--- config.mk ---
export PLATFORM = sky130hd
export DESIGN_NAME = mode_indicator_flat
export DESIGN_NICKNAME = d
export VERILOG_FILES = /design/src/rtl/mode_indicator_pkg.sv /design/src/rtl/mode_indicator_if.sv /design/src/rtl/mode_indicator_timer.sv /design/src/rtl/mode_indicator.sv /design/src/flat_wrapper.sv
export SDC_FILE = /design/constraint.sdc
export NUM_CORES = 1
export LEC_CHECK = 0
export CORE_UTILIZATION = 45
export DETAILED_ROUTE_END_ITERATION = 7
export GPL_TIMING_DRIVEN = 0
export PLACE_DENSITY = 0.76
export SLEW_MARGIN = 20
export SYNTH_ARGS = -nofsm -noshare
export SYNTH_HDL_FRONTEND = slang
export SYNTH_SLANG_ARGS = --single-unit
--- constraint.sdc ---
create_clock -name sys_clk -period 1.7 [get_ports sys_clk]
set_input_delay 0.34 -clock sys_clk [delete_from_list [all_inputs] [get_ports sys_clk]]
set_output_delay 0.34 -clock sys_clk [all_outputs]
set_load 0.1 [all_outputs]
--- src/rtl/mode_indicator_pkg.sv ---
// Shared types and helpers for the mode indicator: FSM state encoding,
// mode/LED widths and the mode-to-LED one-hot decode.
package mode_ind_pkg;

  localparam int MODE_W = 2;
  localparam int LED_W  = 4;

  typedef enum logic [1:0] {
    IDLE = 2'd0,
    BEEP = 2'd1,
    GAP  = 2'd2
  } state_t;

  function automatic logic [LED_W-1:0] mode_onehot(input logic [MODE_W-1:0] mode);
    logic [LED_W-1:0] v;
    v       = '0;
    v[mode] = 1'b1;
    return v;
  endfunction

endpackage

--- src/rtl/mode_indicator_if.sv ---
// Mode-selector to operator-feedback bundle: mode/replay in, LED bank,
// buzzer and busy flag out.
interface mode_indicator_if;
  import mode_ind_pkg::*;

  logic [MODE_W-1:0] sel_type;
  logic              replay;
  logic [LED_W-1:0]  led;
  logic              buzzer;
  logic              busy;

  modport master (output sel_type, replay, input led, buzzer, busy);
  modport slave  (input sel_type, replay, output led, buzzer, busy);

endinterface

--- src/rtl/mode_indicator_timer.sv ---
// Module ind_interval_timer: cycle counter cleared by load that saturates at
// term; done is high while the count sits at term.
module ind_interval_timer #(
  parameter int W = 8
) (
  input  logic         clk,
  input  logic         rst,
  input  logic         load,
  input  logic [W-1:0] term,
  output logic         done
);

  logic [W-1:0] count;

  // Saturating at term means a late load can never wrap the interval.
  always_ff @(posedge clk) begin
    if (rst || load)
      count <= '0;
    else if (count != term)
      count <= count + W'(1);
  end

  assign done = (count == term);

endmodule

--- src/rtl/mode_indicator.sv ---
// Reports the drive mode on a one-hot LED bank and sounds mode+1 beeps on every
// mode change or replay request. Define MODE_IND_LED_BLINK_EN to blink the LED with the buzzer.
module mode_indicator
  import mode_ind_pkg::*;
#(
  parameter int BEEP_CYC    = 5_000_000,
  parameter int GAP_CYC     = 5_000_000,
  parameter bit BUZZ_ACTIVE = 1'b1
) (
  input  logic             sys_clk,
  input  logic             sys_rst,
  mode_indicator_if.slave  bus
);

  localparam int MAX_CYC = (BEEP_CYC > GAP_CYC) ? BEEP_CYC : GAP_CYC;
  localparam int CNT_W   = $clog2(MAX_CYC + 1);
  localparam logic [CNT_W-1:0] BEEP_TERM = CNT_W'(BEEP_CYC - 1);
  localparam logic [CNT_W-1:0] GAP_TERM  = CNT_W'(GAP_CYC - 1);

  state_t            state;
  logic [MODE_W-1:0] mode_q;
  logic [LED_W-1:0]  led_q;
  logic [2:0]        beeps_left;
  logic              buzz_on;
  logic              busy_q;

  logic              change;
  logic              start;
  logic              timer_done;
  logic              timer_load;
  logic [CNT_W-1:0]  term;

  // A mode change restarts from any state; replay only counts while idle.
  assign change     = (bus.sel_type != mode_q);
  assign start      = change || ((state == IDLE) && bus.replay);
  assign term       = (state == GAP) ? GAP_TERM : BEEP_TERM;
  assign timer_load = start || (state == IDLE) || timer_done;

  ind_interval_timer #(.W(CNT_W)) u_timer (
    .clk  (sys_clk),
    .rst  (sys_rst),
    .load (timer_load),
    .term (term),
    .done (timer_done)
  );

  always_ff @(posedge sys_clk) begin
    if (sys_rst) begin
      state      <= IDLE;
      mode_q     <= '0;
      led_q      <= mode_onehot(MODE_W'(0));
      beeps_left <= '0;
      buzz_on    <= 1'b0;
      busy_q     <= 1'b0;
    end else begin
      mode_q <= bus.sel_type;
      led_q  <= mode_onehot(bus.sel_type);
      if (start) begin
        state      <= BEEP;
        beeps_left <= {1'b0, bus.sel_type} + 3'd1;
        buzz_on    <= 1'b1;
        busy_q     <= 1'b1;
      end else begin
        case (state)
          BEEP: begin
            if (timer_done) begin
              buzz_on <= 1'b0;
              if (beeps_left == 3'd1) begin
                state      <= IDLE;
                beeps_left <= '0;
                busy_q     <= 1'b0;
              end else begin
                state      <= GAP;
                beeps_left <= beeps_left - 3'd1;
              end
            end
          end
          GAP: begin
            if (timer_done) begin
              state   <= BEEP;
              buzz_on <= 1'b1;
            end
          end
          default: begin
            state   <= IDLE;
            buzz_on <= 1'b0;
            busy_q  <= 1'b0;
          end
        endcase
      end
    end
  end

  assign bus.buzzer = buzz_on ^ ~BUZZ_ACTIVE;
  assign bus.busy   = busy_q;

`ifdef MODE_IND_LED_BLINK_EN
  assign bus.led = busy_q ? (led_q & {LED_W{buzz_on}}) : led_q;
`else
  assign bus.led = led_q;
`endif

endmodule
--- src/flat_wrapper.sv ---
// flat-port wrapper written by rule: the top's interface ports become plain ports
module mode_indicator_flat import mode_ind_pkg::*;
#(
  parameter int BEEP_CYC    = 5_000_000,
  parameter int GAP_CYC     = 5_000_000,
  parameter bit BUZZ_ACTIVE = 1'b1
)
  (sys_clk, sys_rst, bus_sel_type, bus_replay, bus_led, bus_buzzer, bus_busy);
  mode_indicator_if bus_i ();
  input  logic sys_clk;
  input  logic sys_rst;
  input wire logic [$bits(bus_i.sel_type)-1:0] bus_sel_type;
  input wire logic [$bits(bus_i.replay)-1:0] bus_replay;
  output wire logic [$bits(bus_i.led)-1:0] bus_led;
  output wire logic [$bits(bus_i.buzzer)-1:0] bus_buzzer;
  output wire logic [$bits(bus_i.busy)-1:0] bus_busy;
  assign bus_i.sel_type = bus_sel_type;
  assign bus_i.replay = bus_replay;
  assign bus_led = bus_i.led;
  assign bus_buzzer = bus_i.buzzer;
  assign bus_busy = bus_i.busy;
  mode_indicator #(.BEEP_CYC(BEEP_CYC), .GAP_CYC(GAP_CYC), .BUZZ_ACTIVE(BUZZ_ACTIVE)) u_core (.sys_clk(sys_clk), .sys_rst(sys_rst), .bus(bus_i));
endmodule
# Word level (Yosys, flattened, before mapping)
# Index checks and enable logic that the tools add are counted.
[classes]
n_eq_ne = 12
n_addsub = 3
n_mux = 19
n_reduce_logical = 14
magnitude_cmp = 2
[ops]
columns = ["op", "n"]
rows = [
  ["adder 23 x 1 -> 23 bit, second input constant", 1],
  ["== test 23 bit, second input constant", 1],
  ["inequality test 23 bit, second input constant", 1],
  ["two-way mux 3 bit", 4],
  ["inequality test 3 x 1 -> 1 bit, second input constant", 3],
  ["two-way mux 1 bit", 8],
  ["two-way mux 2 bit", 3],
  ["inequality test 2 x 1 -> 1 bit, second input constant", 3],
  ["AND reduction 2 bit", 3],
  ["logical OR 1 bit", 4],
  ["one-hot mux 1 bit (2 select lines)", 2],
  ["one-hot mux 2 bit (2 select lines)", 1],
  ["nonzero test 2 bit", 2],
  ["adder 2 x 1 -> 3 bit, second input constant", 1],
  ["== test 3 x 1 -> 1 bit, second input constant", 1],
  ["less-than comparator 2 x 3 -> 1 bit, second input constant", 1],
  ["AND reduction 3 bit", 1],
  ["subtractor 3 x 1 -> 3 bit, second input constant", 1],
  ["demux 1 bit (select 2 bit)", 1],
  ["== test 2 x 1 -> 1 bit, second input constant", 1],
  ["== test 2 bit, second input constant", 1],
  [">= comparator 2 x 1 -> 1 bit, second input constant", 1],
  ["logical AND 1 bit", 2],
  ["logical NOT 2 bit", 1],
  ["2 further kinds", 2],
]
[totals]
register_bits = 36
in_bits = 5
output_inout_bits = 6

# Depth between registers and ports, before layout
# Gate-level depths: netlist (run 1).
[logic_depth]
depth_word = 6
depth_mapped = 7
depth_no_buf = 5

# Cells and area by module
# Synthesis (run 1) repeated with hierarchy kept, for this count alone.
[hier_totals]
hier_cells = 226
area_unflattened_um2 = 2082.0
[modules_own_cells]
columns = ["module", "instances", "area_per_inst_um2", "cells_per_inst", "seq_area_each_um2"]
rows = [
  ["ind_interval_timer", 1, 1441.4, 162, 460.4],
  ["mode_indicator", 1, 640.6, 64, 240.2],
]

# Worst setup path before layout (run 1)
# Ideal clock, no wire load.
[synth_timing]
path_kind = "reg2reg"
startpoint = "register u_core.state[0]"
endpoint = "register u_core.beeps_left[0]"
synth_period_minus_slack_ps = 1993
path_stages_with_launch = 5
path_buffers = 0
path_slack_ps = -293
arrival_time_ps = 1902
required_ps = 1609
path_cell_list = "dfxtp_1 nor2b_1 and4_1 nand4_1 a311oi_1"
[synth_via]
elab_chain_len = 5
word_cells_on_any_way = 8
classes_between = "eq/ne: 1; mux: 1; reduce/logical: 6"
[synth_rtl]
columns = ["element", "line_no", "text"]
rows = [
  ["from (decl)", "mode_indicator.sv:20", "state_t state;"],
  ["from (signal assigned)", "mode_indicator.sv:49", "state <= IDLE;"],
  ["from (signal assigned)", "mode_indicator.sv:59", "state <= BEEP;"],
  ["from (signal assigned)", "mode_indicator.sv:69", "state <= IDLE;"],
  ["logical NOT 2 bit", "mode_indicator.sv:35", "assign start = change || ((state == IDLE) && bus.replay);"],
  ["logical AND 1 bit", "mode_indicator.sv:35", ""],
  ["logical OR 1 bit", "mode_indicator.sv:35", ""],
  ["nonzero test 2 bit (no line)", "n/a", ""],
  ["AND reduction 2 bit (no line)", "n/a", ""],
  ["to (signal assigned)", "mode_indicator.sv:60", "beeps_left <= {1'b0, bus.sel_type} + 3'd1;"],
  ["to (signal assigned)", "mode_indicator.sv:74", "beeps_left <= beeps_left - 3'd1;"],
  ["to (decl)", "mode_indicator.sv:23", "logic [2:0] beeps_left;"],
]
# Several ways; a longest one is shown, not always the timed one.
# A chain may end at the register's enable or synchronous reset.

# Worst setup path after layout (run 1)
[layout_timing]
startpoint = "register u_core.u_timer.count[7]"
endpoint = "register u_core.state[0]"
[layout_via]
elab_chain_len = 3
word_cells_on_any_way = 4
classes_between = "eq/ne: 3; reduce/logical: 1"
[layout_rtl]
columns = ["element", "line_no", "text"]
rows = [
  ["from (decl)", "mode_indicator_timer.sv:13", "logic [W-1:0] count;"],
  ["from (signal assigned)", "mode_indicator_timer.sv:20", "count <= count + W'(1);"],
  ["== test 23 bit *", "mode_indicator_timer.sv:23", "assign done = (count == term);"],
  ["inequality test 3 x 1 -> 1 bit (no line)", "n/a", ""],
  ["AND reduction 2 bit (no line) *", "n/a", ""],
]
# Every way passes the cells marked *; elsewhere a longest branch is shown, timed or not.

==> load_flow_metrics.sql, run 1 <==
INSERT INTO impl_metrics (metric_group, metric, value, unit) VALUES
('global_routing', 'grt_remaining_overflow', '0', ''),
('worst_setup_path', 'worst-path-max-fanout', '5', ''),
('yosys', 'postSynthRegisterBits', '35', ''),
('pwr', 'fin_total_pwr', '1809', 'uW'),
('finish', 'area_growth_syn_to_layout', '38.44', '%'),
('placed_design', 'place_hpwl', '2393', 'um'),
('timing', 'worst_slack', '-0.03193', 'ns'),
('yosys', 'synth_xor_area_frac', '0.07190', ''),
('drt', 'drtIter0Drc', '69', ''),
('global_routing', 'all_layer_global_routing_usage', '0.1961', ''),
('floorplanning', 'die-area', '4040', 'um^2'),
('drt', 'detail_route.first_pass.iterations', '4', ''),
('floorplanning', 'floorplan_row_count', '22', ''),
('clock_tree', 'cts.path.max_buffers', '2', ''),
('yosys', 'synth_top_family_by_area', 'simple AND/OR/NAND/NOR gates', ''),
('pwr', 'total_switching_power', '466.3', 'uW'),
('timing', 'fmax', '577.4', 'MHz'),
('pwr', 'power.density_cell_area', '766.3', 'nW/um^2'),
('flow_run', 'number_of_maximum_capacitance_violations', '0', ''),
('yosys', 'synthArstFlopShare', '0', ''),
('drt', 'total_wirelength_of_the_detailed_routed_design', '3915', 'um'),
('pwr', 'ir_worst_vdd', '0.5516', 'mV'),
('yosys', 'netlist_area', '1705', 'um^2'),
('floorplanning', 'die_h', '63.56', 'um'),
('timing', 'clock-skew-final', '0.01066', 'ns'),
('worst_setup_path', 'family_of_cells_with_the_greatest_summed_delay_on_the_critical_path', 'simple AND/OR/NAND/NOR gates', ''),
('floorplanning', 'initial_utilization', '0.4658', ''),
('yosys', 'synth_simple_gate_area_frac', '0.3023', ''),
('yosys', 'yosysWarnings', '0', ''),
('yosys', 'synth.yosys.seq_area_share', '0.4109', ''),
('yosys', 'synthFlopType', 'dfxtp_1', ''),
('yosys', 'adder_cell_fraction_of_synth_area', '0.05136', ''),
('pwr', 'combinationalPowerShare', '0.114', ''),
('worst_setup_path', 'max_stage_delay', '0.55', 'ns'),
('clock_tree', 'tritoncts_sink_count', '35', ''),
('placed_design', 'port_buffers', '10', ''),
('timing', 'number_of_endpoints_with_negative_hold_slack_in_the_final_report', '0', ''),
('timing', 'timing.slew.headroom', '0.6409', ''),
('clock_tree', 'worst_setup_hold_path_clk_slew', '0.07', 'ns'),
('pwr', 'p_sw_frac', '0.2578', ''),
('timing', 'finalSetupViolations', '18', ''),
('timing', 'fin_crit', '1.732', 'ns'),
('floorplanning', 'top_ports', '11', ''),
('clock_tree', 'cts_tree', 'done', ''),
('worst_setup_path', 'timing.critical_path.from_type', 'flip-flop', ''),
('min_path', 'hold_class', 'reg -> reg', ''),
('status', 'violations_in_the_final_reports', 'setup timing', ''),
('drt', 'antenna_violating_nets_post_route', '0', ''),
('worst_setup_path', 'worstSetupEndpointType', 'flip-flop', ''),
('floorplanning', 'std_cell_core_area', '3661', 'um^2'),
('pwr', 'sequentialPowerShare', '0.467', ''),
('timing', 'final_period_utilization', '1.019', ''),
('status', 'run_status', 'finished with violations', ''),
('yosys', 'synth.lib_cells_used.distinct', '42', ''),
('clock_tree', 'clkLatencyLatePin', '0.30', 'ns'),
('floorplanning', 'die_width', '63.56', 'um'),
('pwr', 'leakagePower', '0.0007710', 'uW'),
('pwr', 'cell_internal_pwr', '1343', 'uW'),
('timing', 'setup_tns', '-0.2106', 'ns'),
('yosys', 'synth-compound-area-share', '0.1152', ''),
('timing', 'report.final.slew_viol_count', '0', ''),
('worst_setup_path', 'timing.critical_path.cells', 'nand4b_1 -> or4_4 -> or3b_1 -> a31oi_1', ''),
('yosys', 'postSynthNetCount', '203', ''),
('worst_setup_path', 'crit_slowest_cell', 'or4_4', ''),
('clock_tree', 'total_cts_buffers', '5', ''),
('finish', 'layout.nets', '237', ''),
('drt', 'per_cell_routed_wire_length', '14.29', 'um'),
('global_routing', 'antenna_violations_before_repair', '0', ''),
('global_routing', 'wire_length_of_the_first_global_routing_pass', '6147', 'um'),
('yosys', 'synth_edf_count', '0', ''),
('yosys', 'postSynthCellCount', '191', '');
## final timing paths
| kind | depth (start not counted) | to | startpoint | slack (ns) |
|---|---|---|---|---|
| worst max-delay path | 4 | u_core.state[0] | u_core.u_timer.count[7] | -0.03 |
| worst min-delay path | 2 | u_core.u_timer.count[22] | u_core.u_timer.count[22] | 0.51 |
| worst max register to register | 4 | u_core.state[0] | u_core.u_timer.count[7] | -0.03 |
| worst min register to register | 2 | u_core.u_timer.count[22] | u_core.u_timer.count[22] | 0.51 |
## per-layer routing
metal | share of wire | up-vias | GRT usage
li1 | - | 767 | -
met1 | 0.43 | 731 | 0.2294
met5 | 0 | - | 0
met3 | 0.045 | 8 | 0.05978
met2 | 0.51 | 39 | 0.3351
met4 | 0.018 | 0 | 0.06818
## timing repair
| item | in CTS | in global routing |
|---|---|---|
| buffers inserted | 11 | 7 |
| setup endpoints to repair | 34 | 27 |
| cloned | 1 | 1 |
| hold buffers | 0 | 0 |
| resized for setup | 37 | 35 |
| pin swaps | 9 | 14 |
## cells in the mapped netlist (all sizes together), types with 5 or more instances
master | count | area [um^2]
a21oi | 10 | 50.05
dfxtp | 35 | 700.7
ha | 7 | 87.58
inv | 8 | 30.03
nand2 | 8 | 30.03
nand3 | 10 | 55.05
nand4 | 6 | 43.79
nor2 | 20 | 75.07
nor2b | 6 | 37.54
nor3 | 5 | 30.03
nor4 | 6 | 37.54
o21ai | 6 | 30.03
o31ai | 6 | 45.04
or3 | 5 | 32.53
or4 | 7 | 52.55
xnor2 | 10 | 87.58
## cells in the final DEF (no fill, tap or decap), types with 2 or more instances in the layout
| master | n |
|---|---|
| dfxtp_1 | 19 |
| nor2_1 | 16 |
| buf_4 | 16 |
| dfxtp_2 | 13 |
| xnor2_1 | 10 |
| inv_1 | 8 |
| nand3_1 | 7 |
| a21oi_2 | 7 |
| nand2_1 | 7 |
| o31ai_1 | 6 |
| nor2b_1 | 6 |
| ha_1 | 6 |
| clkdlybuf4s15_2 | 6 |
| nand4_1 | 5 |
| o21ai_0 | 5 |
| clkbuf_8 | 5 |
| or4_4 | 4 |
| xor2_1 | 4 |
| nor4_1 | 4 |
| nor2_2 | 4 |
| clkdlybuf4s50_1 | 4 |
| and4_1 | 3 |
| or4_1 | 3 |
| buf_6 | 3 |
| nor3_1 | 3 |
| a21oi_1 | 3 |
| dfxtp_4 | 3 |
| or3_4 | 2 |
| nand4b_1 | 2 |
| nand3_2 | 2 |
| buf_8 | 2 |
| or3_1 | 2 |
| clkbuf_1 | 2 |
| nor3b_1 | 2 |
| nand2b_1 | 2 |
| o221ai_1 | 2 |
## registers in the layout, indices dropped and copies added (netlist names)
signal                cells
u_core.u_timer.count     23
u_core.bus.led            4
u_core.beeps_left         3
u_core.mode_q             2
u_core.state              2
u_core.bus.busy           1
## worst reg2reg max path, delay by kind of cell (launching register included)
kind	cells	cell delay, ns
AOI/OAI and AO/OA	1	0.17
DFF	1	0.36
and+or+nand+nor	3	1.12
## per-stage QoR
stage | util | worst slack (ns) | cell area [um^2] | hold WS (ns) | cells
2_1_floorplan | - | -0.01410 | 1762 | 0.4393 | 191
4_1_cts | 0.5981 | -0.08494 | 2190 | 0.4974 | 267
3_5_place_dp | 0.5249 | -0.3628 | 1922 | 0.4629 | 249
3_3_place_gp | 0.5249 | -0.3514 | 1922 | 0.4584 | 249
6_report | 0.6449 | -0.03193 | 2361 | 0.5147 | 274
5_1_grt | 0.6449 | -0.1407 | 2361 | 0.5432 | 274
## cell families (layout without fill, tap and decap cells)
| group | after synthesis | in the layout |
|---|---|---|
| AND/OR/NAND/NOR | 88 | 88 |
| flip-flops | 35 | 35 |
| AO/OA/AOI/OAI | 30 | 30 |
| buffers and inverters | 16 | 51 |
| XOR/XNOR | 14 | 14 |
| adder cells (fa/ha/maj) | 7 | 7 |
| multiplexers | 1 | 1 |
## layout make-up
cell class / count / area (um^2)
well taps: 48 / 60.06
clock inverters: 3 / 43.79
plain buffers: 5 / 38.79
repair buffers: 30 / 285.3
fillers: 291 / 1300
clock buffers: 5 / 68.82
multi-input cells: 140 / 1106
inverters: 8 / 30.03
flip-flops and latches: 35 / 728.2
## power groups by stage
stage	combinational (uW)	clock, uW	sequential, uW
floorplan	70.1	0	929
global placement	176	0	869
detailed placement	177	0	869
CTS	187	767	847
global route	220	802	847
finish	206	758	845
Note: power is estimated with default switching activity, not from simulation.
==> run 2: changes to the inputs <==
- ABC_AREA: unset -> 1
- PLACE_DENSITY: 0.76 -> 0.75
==> load_flow_metrics.sql, run 2 <==
INSERT INTO impl_metrics (metric_group, metric, value, unit) VALUES
('status', 'run_status', 'finished clean', ''),
('placed_design', 'place_hpwl', '2866', 'um'),
('floorplanning', 'std_cell_core_area', '4058', 'um^2'),
('worst_setup_path', 'arrival', '1.76', 'ns'),
('floorplanning', 'floorplan_row_count', '23', ''),
('clock_tree', 'cts_tree', 'done', ''),
('global_routing', 'all_layer_global_routing_usage', '0.2003', ''),
('drt', 'antenna_violating_nets_post_route', '0', ''),
('yosys', 'netlist_area', '1919', 'um^2'),
('yosys', 'synth_simple_gate_area_frac', '0.4276', ''),
('pwr', 'sequentialPowerShare', '0.500', ''),
('clock_tree', 'cts.path.max_buffers', '2', ''),
('worst_setup_path', 'worst-r2r-cell-count', '7', ''),
('timing', 'clock-skew-final', '0.002153', 'ns'),
('min_path', 'min_delay_path_depth', '3', ''),
('timing', 'number_of_endpoints_with_negative_hold_slack_in_the_final_report', '0', ''),
('yosys', 'synth_area_leader_cell', 'dfxtp_1', ''),
('worst_setup_path', 'timing_worst_setup_path_type', 'reg -> reg', ''),
('worst_setup_path', 'timing.critical_path.from_type', 'flip-flop', ''),
('yosys', 'synthFlopType', 'dfxtp_1', ''),
('yosys', 'dominant_cells_by_area_after_synthesis', 'dfxtp_1 (37%), nand2_1 (15%), nor2_1 (9.8%)', ''),
('clock_tree', 'h-tree-depth', '2', ''),
('floorplanning', 'die_h', '67.31', 'um'),
('pwr', 'power.density_cell_area', '760.1', 'nW/um^2'),
('global_routing', 'first_global_vias', '1561', ''),
('finish', 'layout.cell_area.non_filler', '2241', 'um^2'),
('clock_tree', 'tritoncts_sink_count', '35', ''),
('clock_tree', 'total_cts_buffers', '5', ''),
('drt', 'drc', '0', ''),
('drt', 'drtIter0Drc', '105', ''),
('pwr', 'leakagePower', '0.0008597', 'uW'),
('finish', 'final_common_cell', 'nand2_1', ''),
('finish', 'final_layout_size_suffix_gt1_frac', '0.1291', ''),
('yosys', 'synth_top_family_by_area', 'simple AND/OR/NAND/NOR gates', ''),
('worst_setup_path', 'startpoint', 'u_core.u_timer.count[0]', ''),
('yosys', 'postSynthCellCount', '284', ''),
('worst_setup_path', 'crit_slowest_cell', 'dfxtp_4', ''),
('yosys', 'synth-compound-area-share', '0.05867', ''),
('worst_setup_path', 'family_of_cells_with_the_greatest_summed_delay_on_the_critical_path', 'simple AND/OR/NAND/NOR gates', ''),
('drt', 'total_wirelength_of_the_detailed_routed_design', '3981', 'um'),
('yosys', 'synth_top_cell_area_share', '0.3651', ''),
('drt', 'route.detailed.vias_per_inst', '4.966', ''),
('pwr', 'ir_worst_vdd', '0.4577', 'mV'),
('yosys', 'synth_edf_count', '0', ''),
('finish', 'count_of_fill_cells_added_during_filler_insertion', '394', ''),
('finish', 'area_growth_syn_to_layout', '16.75', '%'),
('pwr', 'combinationalPowerShare', '0.111', ''),
('global_routing', 'antenna_violations_before_repair', '0', ''),
('worst_setup_path', 'rrSetupSlack', '0.13', 'ns'),
('timing', 'report.final.slew_viol_count', '0', ''),
('yosys', 'synth.lib_cells_used.distinct', '29', ''),
('pwr', 'cell_internal_pwr', '1262', 'uW'),
('pwr', 'total_switching_power', '440.9', 'uW'),
('global_routing', 'grt_remaining_overflow', '0', ''),
('yosys', 'yosysWarnings', '0', ''),
('yosys', 'synth_top_cells_by_count', 'nand2_1 (75), nor2_1 (50), dfxtp_1 (35)', ''),
('placed_design', 'port_buffers', '9', ''),
('yosys', 'postSynthAreaPerCell', '6.758', 'um^2'),
('timing', 'timing.slew.headroom', '0.6353', ''),
('clock_tree', 'cts_hold_buf', '0', ''),
('placed_design', 'post-place-ws', '-0.4343', 'ns'),
('finish', 'layout.area.seq', '706.9', 'um^2'),
('pwr', 'p_sw_frac', '0.2589', ''),
('timing', 'max_slew.worst_pin.slew', '0.5496', 'ns'),
('placed_design', 'placedInstanceArea', '2073', 'um^2'),
('timing', 'fin_crit', '1.572', 'ns'),
('yosys', 'synth_most_common_cell', 'nand2_1', ''),
('yosys', 'adder_cell_fraction_of_synth_area', '0.04563', ''),
('drt', 'per_cell_routed_wire_length', '11.31', 'um'),
('floorplanning', 'die-area', '4531', 'um^2'),
('finish', 'largest_register_ffs', '23', ''),
('finish', 'layout.cells.most_common_list', 'nand2_1 (75), nor2_1 (50), inv_1 (32), dfxtp_1 (32), nand3_1 (15)', ''),
('finish', 'top_register', 'u_core.u_timer.count', ''),
('global_routing', 'grt_max_degree', '11', ''),
('clock_tree', 'worst_setup_hold_path_clk_slew', '0.07', 'ns'),
('worst_setup_path', 'max_stage_delay', '0.39', 'ns'),
('finish', 'insertedDiodeCount', '0', ''),
('timing', 'finalSetupViolations', '0', ''),
('yosys', 'post_synth_mux_area_share', '0', ''),
('yosys', 'postSynthRegisterBits', '35', ''),
('drt', 'route.vias.total', '1748', ''),
('global_routing', 'wire_length_of_the_first_global_routing_pass', '6755', 'um'),
('yosys', 'synth.yosys.seq_area_share', '0.3651', ''),
('finish', 'multiInputGateArea', '1109', 'um^2'),
('timing', 'worst_slack', '0.1283', 'ns'),
('clock_tree', 'clk_root_buf', 'clkbuf_8', ''),
('yosys', 'postSynthNetCount', '296', ''),
('pwr', 'fin_total_pwr', '1703', 'uW'),
('timing', 'fmax', '636.3', 'MHz'),
('min_path', 'hold_class', 'in -> reg', ''),
('pwr', 'power_frac_clock', '0.389', ''),
('worst_setup_path', 'worstSetupEndpointType', 'flip-flop', ''),
('yosys', 'synthArstFlopShare', '0', ''),
('flow_run', 'number_of_maximum_capacitance_violations', '0', ''),
('worst_setup_path', 'worstReg2RegStart', 'u_core.u_timer.count[0]', ''),
('placed_design', 'routabilityCongestion', '0.8731', ''),
('floorplanning', 'die_width', '67.31', 'um'),
('drt', 'detail_route.first_pass.iterations', '5', ''),
('floorplanning', 'top_ports', '11', ''),
('worst_setup_path', 'cp_num_buf_inv', '0', ''),
('yosys', 'synth_xor_area_frac', '0.02738', ''),
('finish', 'layout.nets', '313', ''),
('worst_setup_path', 'timing.critical_path.cells', 'ha_4 -> nand3_4 -> nor2_4 -> nand2_4 -> nor3b_4 -> and2_2 -> nor3_2', ''),
('min_path', 'worst_hold_path_ep', 'u_core.mode_q[1]', ''),
('min_path', 'hp-start', 'bus_sel_type[1]', ''),
('worst_setup_path', 'timing.rr.end', 'u_core.u_timer.count[16]', ''),
('worst_setup_path', 'critPathRequiredTime', '1.89', 'ns'),
('floorplanning', 'initial_utilization', '0.4730', ''),
('clock_tree', 'clkLatencyLatePin', '0.29', 'ns'),
('worst_setup_path', 'worst-path-max-fanout', '6', ''),
('timing', 'final_period_utilization', '0.9245', '');
[run 2: worst max-delay path by stage]
stage | end | slack, ns | cells after the start
final | u_core.u_timer.count[16] | 0.13 | 7
after global routing | u_core.u_timer.count[18] | -0.00006 | 8
after CTS | u_core.u_timer.count[12] | 0.01 | 9
after detailed placement | u_core.u_timer.count[12] | -0.43 | 9
after global placement | u_core.u_timer.count[12] | -0.42 | 9
after floorplan | u_core.u_timer.count[12] | 0.01 | 7
[run 2: per-layer routing]
| layer | track usage | vias to the layer above | share of wire |
|---|---|---|---|
| met3 | 0.05405 | 9 | 0.036 |
| met5 | 0 | - | 0 |
| met1 | 0.2413 | 779 | 0.47 |
| met2 | 0.3313 | 27 | 0.48 |
| li1 | - | 933 | - |
| met4 | 0.08777 | 0 | 0.016 |
[run 2: what timing repair did]
action                                  CTS  global route
pin swaps                                 2             2
endpoints found under the setup margin   29            24
gates resized for setup                  25             8
buffers inserted                          1             0
[run 2: final cells by class]
cell class | count | area share
Multi-Input combinational cell | 211 | 0.4947
Inverter | 35 | 0.05974
Sequential cell | 35 | 0.3155
Timing Repair Buffer | 10 | 0.04913
Tap cell | 50 | 0.02792
Clock buffer | 8 | 0.04467
Buffer | 3 | 0.008375
[run 2: worst min-delay path, cell delays in order]
cell	delay [ns]
dlymetal6s2s_1	0.17
inv_2	0.10
nor2_1	0.04
[run 2: power by group through the flow]
stage                     Combinational (uW)  Clock (uW)  Sequential, uW
final                                    189         663             851
after global routing                     210         719             854
after CTS                                186         685             852
after detailed placement                 186           0             870
after global placement                   184           0             870
after floorplan                         82.6           0             929
[run 2: through the flow]
step,std cells,hold WS [ns],util,setup TNS (ns)
6_report,352,0.3995,0.5523,0
5_1_grt,352,0.4080,0.5523,-0.00005640
4_1_cts,352,0.4226,0.5452,0
3_5_place_dp,343,0.4531,0.5109,-9.253
3_3_place_gp,343,0.4506,0.5109,-9.085
2_1_floorplan,284,0.4527,-,0
[run 2: kinds of logic after synthesis]
kind of cell    count (synthesis)
compound gates                 22
xor+xnor                        6
fa+ha+maj                       7
buf+inv                        38
flops                          35
simple gates                  176
